**config.mk**
```make
export PLATFORM = sky130hd
export DESIGN_NAME = lr_train_sequencer
export DESIGN_NICKNAME = d
export VERILOG_FILES = /design/src/rtl/lr_pkg.sv /design/src/rtl/lr_wait_cnt.sv /design/src/rtl/lr_train_sequencer.sv
export SDC_FILE = /design/constraint.sdc
export NUM_CORES = 1
export LEC_CHECK = 0
export ABC_AREA = 1
export BUFFER_PORTS_ARGS = -buffer_cell sky130_fd_sc_hd__buf_4
export CORE_MARGIN = 1
export CORE_UTILIZATION = 30
export CTS_CLUSTER_DIAMETER = 200
export DETAILED_ROUTE_END_ITERATION = 8
export PLACE_DENSITY_LB_ADDON = 0.05
export SYNTH_ARGS = -nofsm -noshare
export SYNTH_HDL_FRONTEND = slang
export SYNTH_HIERARCHICAL = 1
export SYNTH_SLANG_ARGS = --single-unit
```
**constraint.sdc**
```tcl
create_clock -name CLK -period 1.9 [get_ports CLK]
set_input_delay 0.095 -clock CLK [delete_from_list [all_inputs] [get_ports CLK]]
set_output_delay 0.095 -clock CLK [all_outputs]
set_load 0.1 [all_outputs]
```
**src/rtl/lr_pkg.sv**
```systemverilog
// Shared types and constants for the linear-regression SGD training sequencer.
package lr_pkg;

    localparam int DEF_NUM_SAMPLES  = 4;
    localparam int DEF_NUM_FEATURES = 4;
    localparam int DEF_MULT_LAT     = 1;
    localparam int DEF_EPOCH_W      = 16;

    // Arithmetic shift applied by the datapath error stage to form the SGD step.
    localparam int STEP_SHIFT = 7;

    // Wide enough for a multiplier latency of up to 7 cycles.
    localparam int WAIT_W = 3;

    typedef enum logic [2:0] {
        ST_IDLE,
        ST_FWD,
        ST_FWD_WAIT,
        ST_ERR,
        ST_UPD,
        ST_UPD_WAIT,
        ST_WB,
        ST_FIN
    } lr_seq_state_t;

    // Value loaded into the wait counter so a wait state lasts exactly multLat cycles.
    function automatic logic [WAIT_W-1:0] waitLoadValue(input int multLat);
        if (multLat <= 0) begin
            return '0;
        end
        return WAIT_W'(multLat - 1);
    endfunction

endpackage

```
**src/rtl/lr_wait_cnt.sv**
```systemverilog
// Loadable down-counter used to hold the sequencer while the multipliers settle.
module lr_wait_cnt
    import lr_pkg::*;
(
    input  logic              CLK,
    input  logic              rst_n,
    input  logic              load_i,
    input  logic [WAIT_W-1:0] loadVal_i,
    input  logic              dec_i,
    output logic              expired_o
);

    logic [WAIT_W-1:0] count_q;
    logic [WAIT_W-1:0] count_d;

    // Load takes priority; decrementing stops at zero so expired stays asserted.
    always_comb begin
        count_d = count_q;
        if (load_i) begin
            count_d = loadVal_i;
        end else if (dec_i && (count_q != '0)) begin
            count_d = count_q - WAIT_W'(1);
        end
    end

    // Count register, cleared by the asynchronous reset.
    always_ff @(posedge CLK or negedge rst_n) begin
        if (!rst_n) begin
            count_q <= '0;
        end else begin
            count_q <= count_d;
        end
    end

    assign expired_o = (count_q == '0);

endmodule

```
**src/rtl/lr_train_sequencer.sv**
```systemverilog
// Control FSM that walks the 4-feature SGD datapath through samples and epochs,
// issuing one-cycle enables for forward multiply, error, gradient multiply and write-back.
module lr_train_sequencer
    import lr_pkg::*;
#(
    parameter int NUM_SAMPLES  = DEF_NUM_SAMPLES,
    parameter int NUM_FEATURES = DEF_NUM_FEATURES,
    parameter int MULT_LAT     = DEF_MULT_LAT,
    parameter int EPOCH_W      = DEF_EPOCH_W,
    localparam int SIDX_W = (NUM_SAMPLES > 1) ? $clog2(NUM_SAMPLES) : 1,
    localparam int BASE_W = ((NUM_SAMPLES * NUM_FEATURES) > 1) ?
                            $clog2(NUM_SAMPLES * NUM_FEATURES) : 1
)(
    input  logic               CLK,
    input  logic               rst_n,
    input  logic               start,
    input  logic               abort,
    input  logic [EPOCH_W-1:0] num_epochs,
    output logic               busy,
    output logic               done,
    output logic [SIDX_W-1:0]  sample_idx,
    output logic [BASE_W-1:0]  dp_base,
    output logic [EPOCH_W-1:0] epoch_cnt,
    output logic               fwd_en,
    output logic               err_en,
    output logic               upd_en,
    output logic               wt_we
);

    localparam logic [SIDX_W-1:0] LAST_SAMPLE = SIDX_W'(NUM_SAMPLES - 1);
    localparam logic [BASE_W-1:0] BASE_STEP   = BASE_W'(NUM_FEATURES);
    localparam logic [WAIT_W-1:0] WAIT_LOAD   = waitLoadValue(MULT_LAT);
    localparam bit                HAS_WAIT    = (MULT_LAT > 0);

    lr_seq_state_t      state_q, state_d;
    logic [SIDX_W-1:0]  sampleIdx_q, sampleIdx_d;
    logic [BASE_W-1:0]  dpBase_q, dpBase_d;
    logic [EPOCH_W-1:0] epochCnt_q, epochCnt_d;
    logic [EPOCH_W-1:0] epochs_q, epochs_d;
    logic [EPOCH_W:0]   epochNext;
    logic               waitLoad;
    logic               waitDec;
    logic               waitExpired;

    lr_wait_cnt u_wait (
        .CLK       (CLK),
        .rst_n     (rst_n),
        .load_i    (waitLoad),
        .loadVal_i (WAIT_LOAD),
        .dec_i     (waitDec),
        .expired_o (waitExpired)
    );

    // One extra bit lets the last-epoch compare and saturation see the carry.
    assign epochNext = {1'b0, epochCnt_q} + {{EPOCH_W{1'b0}}, 1'b1};

    // Next-state and counter update; abort overrides only the next state from any busy state.
    always_comb begin
        state_d     = state_q;
        sampleIdx_d = sampleIdx_q;
        dpBase_d    = dpBase_q;
        epochCnt_d  = epochCnt_q;
        epochs_d    = epochs_q;
        waitLoad    = 1'b0;
        waitDec     = 1'b0;

        case (state_q)
            ST_IDLE: begin
                if (start && !abort) begin
                    epochs_d    = num_epochs;
                    sampleIdx_d = '0;
                    dpBase_d    = '0;
                    epochCnt_d  = '0;
                    state_d     = (num_epochs != '0) ? ST_FWD : ST_FIN;
                end
            end
            ST_FWD: begin
                waitLoad = 1'b1;
                state_d  = HAS_WAIT ? ST_FWD_WAIT : ST_ERR;
            end
            ST_FWD_WAIT: begin
                waitDec = 1'b1;
                if (waitExpired) begin
                    state_d = ST_ERR;
                end
            end
            ST_ERR: begin
                state_d = ST_UPD;
            end
            ST_UPD: begin
                waitLoad = 1'b1;
                state_d  = HAS_WAIT ? ST_UPD_WAIT : ST_WB;
            end
            ST_UPD_WAIT: begin
                waitDec = 1'b1;
                if (waitExpired) begin
                    state_d = ST_WB;
                end
            end
            ST_WB: begin
                if (!abort) begin
                    if (sampleIdx_q != LAST_SAMPLE) begin
                        sampleIdx_d = sampleIdx_q + SIDX_W'(1);
                        dpBase_d    = dpBase_q + BASE_STEP;
                        state_d     = ST_FWD;
                    end else begin
                        sampleIdx_d = '0;
                        dpBase_d    = '0;
                        epochCnt_d  = epochNext[EPOCH_W] ? epochCnt_q : epochNext[EPOCH_W-1:0];
                        state_d     = (epochNext == {1'b0, epochs_q}) ? ST_FIN : ST_FWD;
                    end
                end
            end
            ST_FIN: begin
                state_d = ST_IDLE;
            end
            default: begin
                state_d = ST_IDLE;
            end
        endcase

        if (abort && (state_q != ST_IDLE)) begin
            state_d = ST_IDLE;
        end
    end

    // State and bookkeeping registers, all returning to idle values on reset.
    always_ff @(posedge CLK or negedge rst_n) begin
        if (!rst_n) begin
            state_q     <= ST_IDLE;
            sampleIdx_q <= '0;
            dpBase_q    <= '0;
            epochCnt_q  <= '0;
            epochs_q    <= '0;
        end else begin
            state_q     <= state_d;
            sampleIdx_q <= sampleIdx_d;
            dpBase_q    <= dpBase_d;
            epochCnt_q  <= epochCnt_d;
            epochs_q    <= epochs_d;
        end
    end

    assign busy       = (state_q != ST_IDLE);
    assign done       = (state_q == ST_FIN);
    assign fwd_en     = (state_q == ST_FWD);
    assign err_en     = (state_q == ST_ERR);
    assign upd_en     = (state_q == ST_UPD);
    assign wt_we      = (state_q == ST_WB);
    assign sample_idx = sampleIdx_q;
    assign dp_base    = dpBase_q;
    assign epoch_cnt  = epochCnt_q;

endmodule

```
**Yosys cells after proc, flatten, opt, wreduce, memory -nomap -nowiden**

Cells that the tools add are included.
Widths: inputs -> output; s select.

- Output and inout port bits: 28
- Bits in registers: 44
- Input port bits: 20
- Word-level logic and storage cells: 70

- $add $sub $neg: 4
- Eq/ne operators: 17
- Multiplexer cells: 26
- Reduce and logical (&&, ||, !) cells: 17

Operator list:

| kind | number |
|---|---|
| $mux 16 | 4 |
| $pmux 16 s2 | 1 |
| $mux 3 | 10 |
| $pmux 3 s8 | 1 |
| $add 16x1->17 const B | 1 |
| $eq 17x16->1 | 1 |
| $reduce_bool 16->1 | 1 |
| $eq 3x3->1 const B | 4 |
| $mux 4 | 3 |
| $ne 2x2->1 const B | 5 |
| $ne 3x2->1 const B | 3 |
| $pmux 4 s2 | 1 |
| $eq 3x2->1 const B | 2 |
| $logic_not 3->1 | 2 |
| $mux 2 | 3 |
| $reduce_bool 3->1 | 2 |
| $reduce_and 5->1 | 1 |
| $add 4x3->4 const B | 1 |
| $pmux 2 s2 | 1 |
| $reduce_and 4->1 | 1 |
| $reduce_bool 2->1 | 2 |
| $reduce_or 2->1 | 2 |
| $eq 3x1->1 const B | 1 |
| $logic_and 1x1->1 | 3 |
| other kinds (7) | 8 |

**Depth between registers and ports, before layout**

- Depth after elaboration: 7
- Depth in mapped cells: 15
- Mapped depth without buffers: 15

**Hierarchy**

The synthesis kept the hierarchy.

Modules (own cells, without submodules):

| module | cells an instance | area an instance (sq um) | times used | seq. area each (sq um) |
|---|---|---|---|---|
| lr_train_sequencer | 343 | 2517.4 | 1 | 975.9 |
| lr_wait_cnt | 27 | 192.7 | 1 | 75.1 |

**Worst setup path after synthesis**

Ideal clock, no wire load.

- Path kind: reg2reg
- Start: register state_q[1]
- End: register state_q[2]
- Setup slack: -1.063 ns
- Arrival time: 2.897 ns
- Stages on the path, launching flop included: 7
- Path buffers: 0
- Library setup time: 0.066 ns
- Period minus slack after synthesis: 2.963 ns
- Required time: 1.834 ns
- Cell sequence: dfrtp_1 -> inv_1 -> nor3_1 -> a21oi_1 -> nand3_1 -> nand2_1 -> nand2_1

- Elaborated cells on any way between the ends: 17
- Those cells by class: eq/ne: 11; mux: 2; reduce/logical: 4

RTL lines:

| what | RTL line | source |
|---|---|---|
| start: declaration | lr_train_sequencer.sv:35 | `lr_seq_state_t state_q, state_d;` |
| start signal: assignment | lr_train_sequencer.sv:136 | `state_q <= state_d;` |
| $eq 3x2->1 | n/a |  |
| named net err_en | lr_train_sequencer.sv:25 | `output logic err_en,` |
| $pmux 3 s8 | lr_train_sequencer.sv:67 | `case (state_q)` |
| $mux 3 | lr_train_sequencer.sv:122 | `if (abort && (state_q != ST_IDLE)) begin` |

The timed path passes the listed nets, and every way through them passes these cells.
A chain may end at the register's enable or synchronous reset.

**Worst setup path in the final report**

- Start: register epochCnt_q[1], in the netlist epoch_cnt[1]
- End: register state_q[2]

- Word-level cells in the longest chain between the ends: 7

RTL lines:

| what | RTL line | source |
|---|---|---|
| start: declaration | lr_train_sequencer.sv:38 | `logic [EPOCH_W-1:0] epochCnt_q, epochCnt_d;` |
| start signal: assignment | lr_train_sequencer.sv:139 | `epochCnt_q <= epochCnt_d;` |
| $add 16x1->17 | lr_train_sequencer.sv:55 | `assign epochNext = {1'b0, epochCnt_q} + {{EPOCH_W{1'b0}}, 1'b1};` |
| $eq 17x16->1 | lr_train_sequencer.sv:110 | `state_d = (epochNext == {1'b0, epochs_q}) ? ST_FIN : ST_FWD;` |
| $mux 3 | lr_train_sequencer.sv:110 |  |
| $mux 3 | lr_train_sequencer.sv:102 | `if (sampleIdx_q != LAST_SAMPLE) begin` |
| $mux 3 | lr_train_sequencer.sv:101 | `if (!abort) begin` |
| $pmux 3 s8 | lr_train_sequencer.sv:67 |  |
| $mux 3 | lr_train_sequencer.sv:122 |  |

Every way passes these cells. The select of a mux whose other input is x is not followed.

==> summary.md <==
| Metric | Value |
|---|---|
| Kind of critical path | `flop to flop` |
| Share of cells above drive strength 1 | `31.6%` |
| Layout Cells excl Fill | `542` |
| Core Region | `8720 um^2` |
| Critical Path Source Type | `flop` |
| Post-synth cell types | `31` |
| Most used cell, CP | `nand2_1` |
| Type of element capturing the critical path | `flop` |
| Dpl cells | `529` |
| Synth top area share | `38.8%` |
| First-pass GRT wire length | `12,400 um` |
| Initial Util | `31.1%` |
| Die H | `97.0 um` |
| Crit-path cells | `ha_4 > nand2_4 > nor2_4 > buf_6 > nand4_1 > nand3b_1 > nand2_1 > nor2_1 > nand2_1 > nor2_2 > nand2_2 > nand3_1 > nand2_1 > nand2_1` |
| Worst-Margin Slew | `0.590 ns` |
| FF-to-FF path depth | `14` |
| Io pins | `48` |
| Slowest-stage cell, CP | `dfrtp_4` |
| Final Max Tran Viols | `0` |
| Setup crit start | `epoch_cnt[1]$_DFFE_PN0P_` |
| Synth Warn # | `6` |
| Routed wire length | `7230 um` |
| Clock skew | `0.00599 ns` |
| Worst path max stage delay | `0.45 ns` |
| RR Endpoint | `state_q[2]$_DFFE_PN0P_` |
| Final instance area | `3520 um^2` |
| CTS Sinks | `42` |
| Max Root-Sink Buffers | `2` |
| Period utilization | `97.1%` |
| Mapped Area | `2710 um^2` |
| P_leak | `0.00162 uW` |
| Synth area leaders | `dfrtp_1, nand2_1, inv_1` |
| Synth Flop Type | `dfrtp_1` |
| Hold WS | `0.0358 ns` |
| DRC | `0` |
| Antenna cells | `0` |
| Crit path required time | `2.15 ns` |
| CTS Buf Count | `5` |
| Commonest non-fill, non-tap cell in the layout | `nand2_1` |
| Maximum vdd ir drop | `1.01 mV` |
| Clock H-tree levels | `2` |
| Placed standard-cell area | `3300 um^2` |
| CP max FO | `4` |
| Arr. time, crit path | `2.09 ns` |
| CTS tree | `yes` |
| Clk_lat worst skew | `0.30 ns` |
| Port bufs | `45` |
| Post-layout nets | `457` |
| Yosys reg bits | `42` |
| Root Buffer | `clkbuf_8` |
| Max Clk Rate | `542 MHz` |
| GRT Util Overall | `16.5%` |
| Relative slew margins | `60.7%` |
| Hold Path Class | `input port to flop` |
| Power per Cell Area | `1330 nW/um^2` |
| Max-cap viol count | `0` |
| GP Congestion | `0.846` |
| Unrepaired setup endpoints after global routing | `true` |
| Setup crit end | `state_q[2]$_DFFE_PN0P_` |
| Synthesized area per cell | `7.32 um^2` |
| Largest area contributor in the netlist | `dfrtp_1` |
| R2r setup slk | `0.06 ns` |
| FFs w/ async S/R, synth | `100%` |
| Initial antenna violation count | `0` |
| Vias | `2,501` |
| Full die area | `9420 um^2` |
| Vias/cell | `4.61` |
| Tot Pwr | `4660 uW` |
| Placed wire-length estimate | `5590 um` |
| Final setup vio count | `0` |
| Post-route minimum period | `1.84 ns` |
| Worst-path clk slew | `0.09 ns` |
| Drt pass-1 iters | `4` |
| Mapped Cells | `370` |
| Hold Vio Cnt, Final | `0` |
| Worst R2R Start | `epoch_cnt[1]$_DFFE_PN0P_` |
| Wire per inst | `13.3 um` |
| EDFF count, synth | `0` |
| Number of global-route vias before repair | `2,481` |
| Area Overhead vs Synth | `29.7%` |
| GRT overflow | `0` |
| Post-route ant nets | `0` |
| Register area share after synthesis | `38.8%` |
| Largest net degree at the start of global routing | `43` |
| Row count | `34` |
| Total Neg Setup Slack | `0 ns` |
| Most frequent cells in the layout | `nand2_1, buf_4, inv_1` |
| DIE WIDTH | `97.0 um` |
| 1st-iter DRT viols | `73` |
| Status | `finished clean` |
[cells in the mapped netlist, types with 6 or more instances]
cell      instances
nand2_1         106
inv_1            48
dfrtp_1          42
nand3_1          32
nor2_1           28
o21ai_0          19
nand4_1          10
o22ai_2          10
nand2_2           9
a21oi_1           6
inv_2             6
nand3b_1          6
nor2_2            6
[layout make-up]
cell class / count / area [um^2]
fill: 916 / 5200
multi-input combinational: 271 / 1500
sequential: 42 / 1090
timing repair buffer: 58 / 442
inverter: 55 / 213
tap: 108 / 135
clock buffer: 6 / 82.6
clock inverter: 2 / 60.1
[registers in the layout (all words and copies together), names as in the netlist]
| register | flops |
|---|---|
| dp_base | 2 |
| epoch_cnt | 16 |
| epochs_q | 16 |
| sample_idx | 2 |
| state_q | 3 |
| u_wait/count_q | 3 |
[layer usage]
metal / track usage (%) / routed length, um / vias up
met5: 0 / 0 / -
met3: 2.38 / 188 / 8
met2: 27.4 / 3410 / 46
met1: 22.5 / 3550 / 1131
li1: - / - / 1316
met4: 4.13 / 85 / 0
[timing repair]
action | 4_1_cts | 5_1_grt
setup endpoints to repair | 0 | 18
hold buffers | 1 | 0
gates resized for setup | 0 | 9
buffers inserted | 0 | 4
endpoints found under the hold margin | 42 | 0
[how the worst min path moves through the flow]
stage	start	end	slack (ns)	depth (start not counted)
final	num_epochs[0]	epochs_q[0]$_DFFE_PN0P_	0.04	2
after floorplan	rst_n	dp_base[2]$_DFFE_PN0P_	-0.20	0
after detailed placement	rst_n	epoch_cnt[4]$_DFFE_PN0P_	0.15	1
after global placement	rst_n	epoch_cnt[3]$_DFFE_PN0P_	0.14	1
after global routing	num_epochs[0]	epochs_q[0]$_DFFE_PN0P_	0.03	2
after CTS	num_epochs[0]	epochs_q[0]$_DFFE_PN0P_	0.02	2
[report_power, final]
part | switching (uW) | internal [uW] | total, uW
logic | 1620 | 700 | 2320
registers | 257 | 1190 | 1450
clock network | 335 | 561 | 896
total | 2210 | 2450 | 4660
[cells by family (layout without fill, tap and decap cells)]
| group | count (synthesis) | in the layout | synth area share (%) |
|---|---|---|---|
| multiplexers | 4 | 4 | 1.66 |
| AND/OR/NAND/NOR | 210 | 210 | 36.0 |
| buffers and inverters | 61 | 121 | 9.23 |
| flip-flops | 42 | 42 | 38.8 |
| other | 1 | 5 | 0.138 |
| XOR/XNOR | 3 | 3 | 0.970 |
| AO/OA/AOI/OAI | 45 | 45 | 11.4 |
| adder cells (fa/ha/maj) | 4 | 4 | 1.85 |
[stage by stage]
step           worst slack, ns  util [%]
2_1_floorplan           -0.173         -
3_3_place_gp            0.0723      37.8
3_5_place_dp            0.0463      37.8
4_1_cts                 0.0300      39.6
5_1_grt                 -0.122      40.3
6_report                0.0551      40.3
[worst max-delay path, delay by kind of cell (launching register included)]
family	cells	cell delay [ns]
and+or+nand+nor	12	1.05
buffers and inverters	1	0.11
DFF	1	0.45
adders and majority gates	1	0.17
Note: power is estimated with default switching activity, not from simulation.
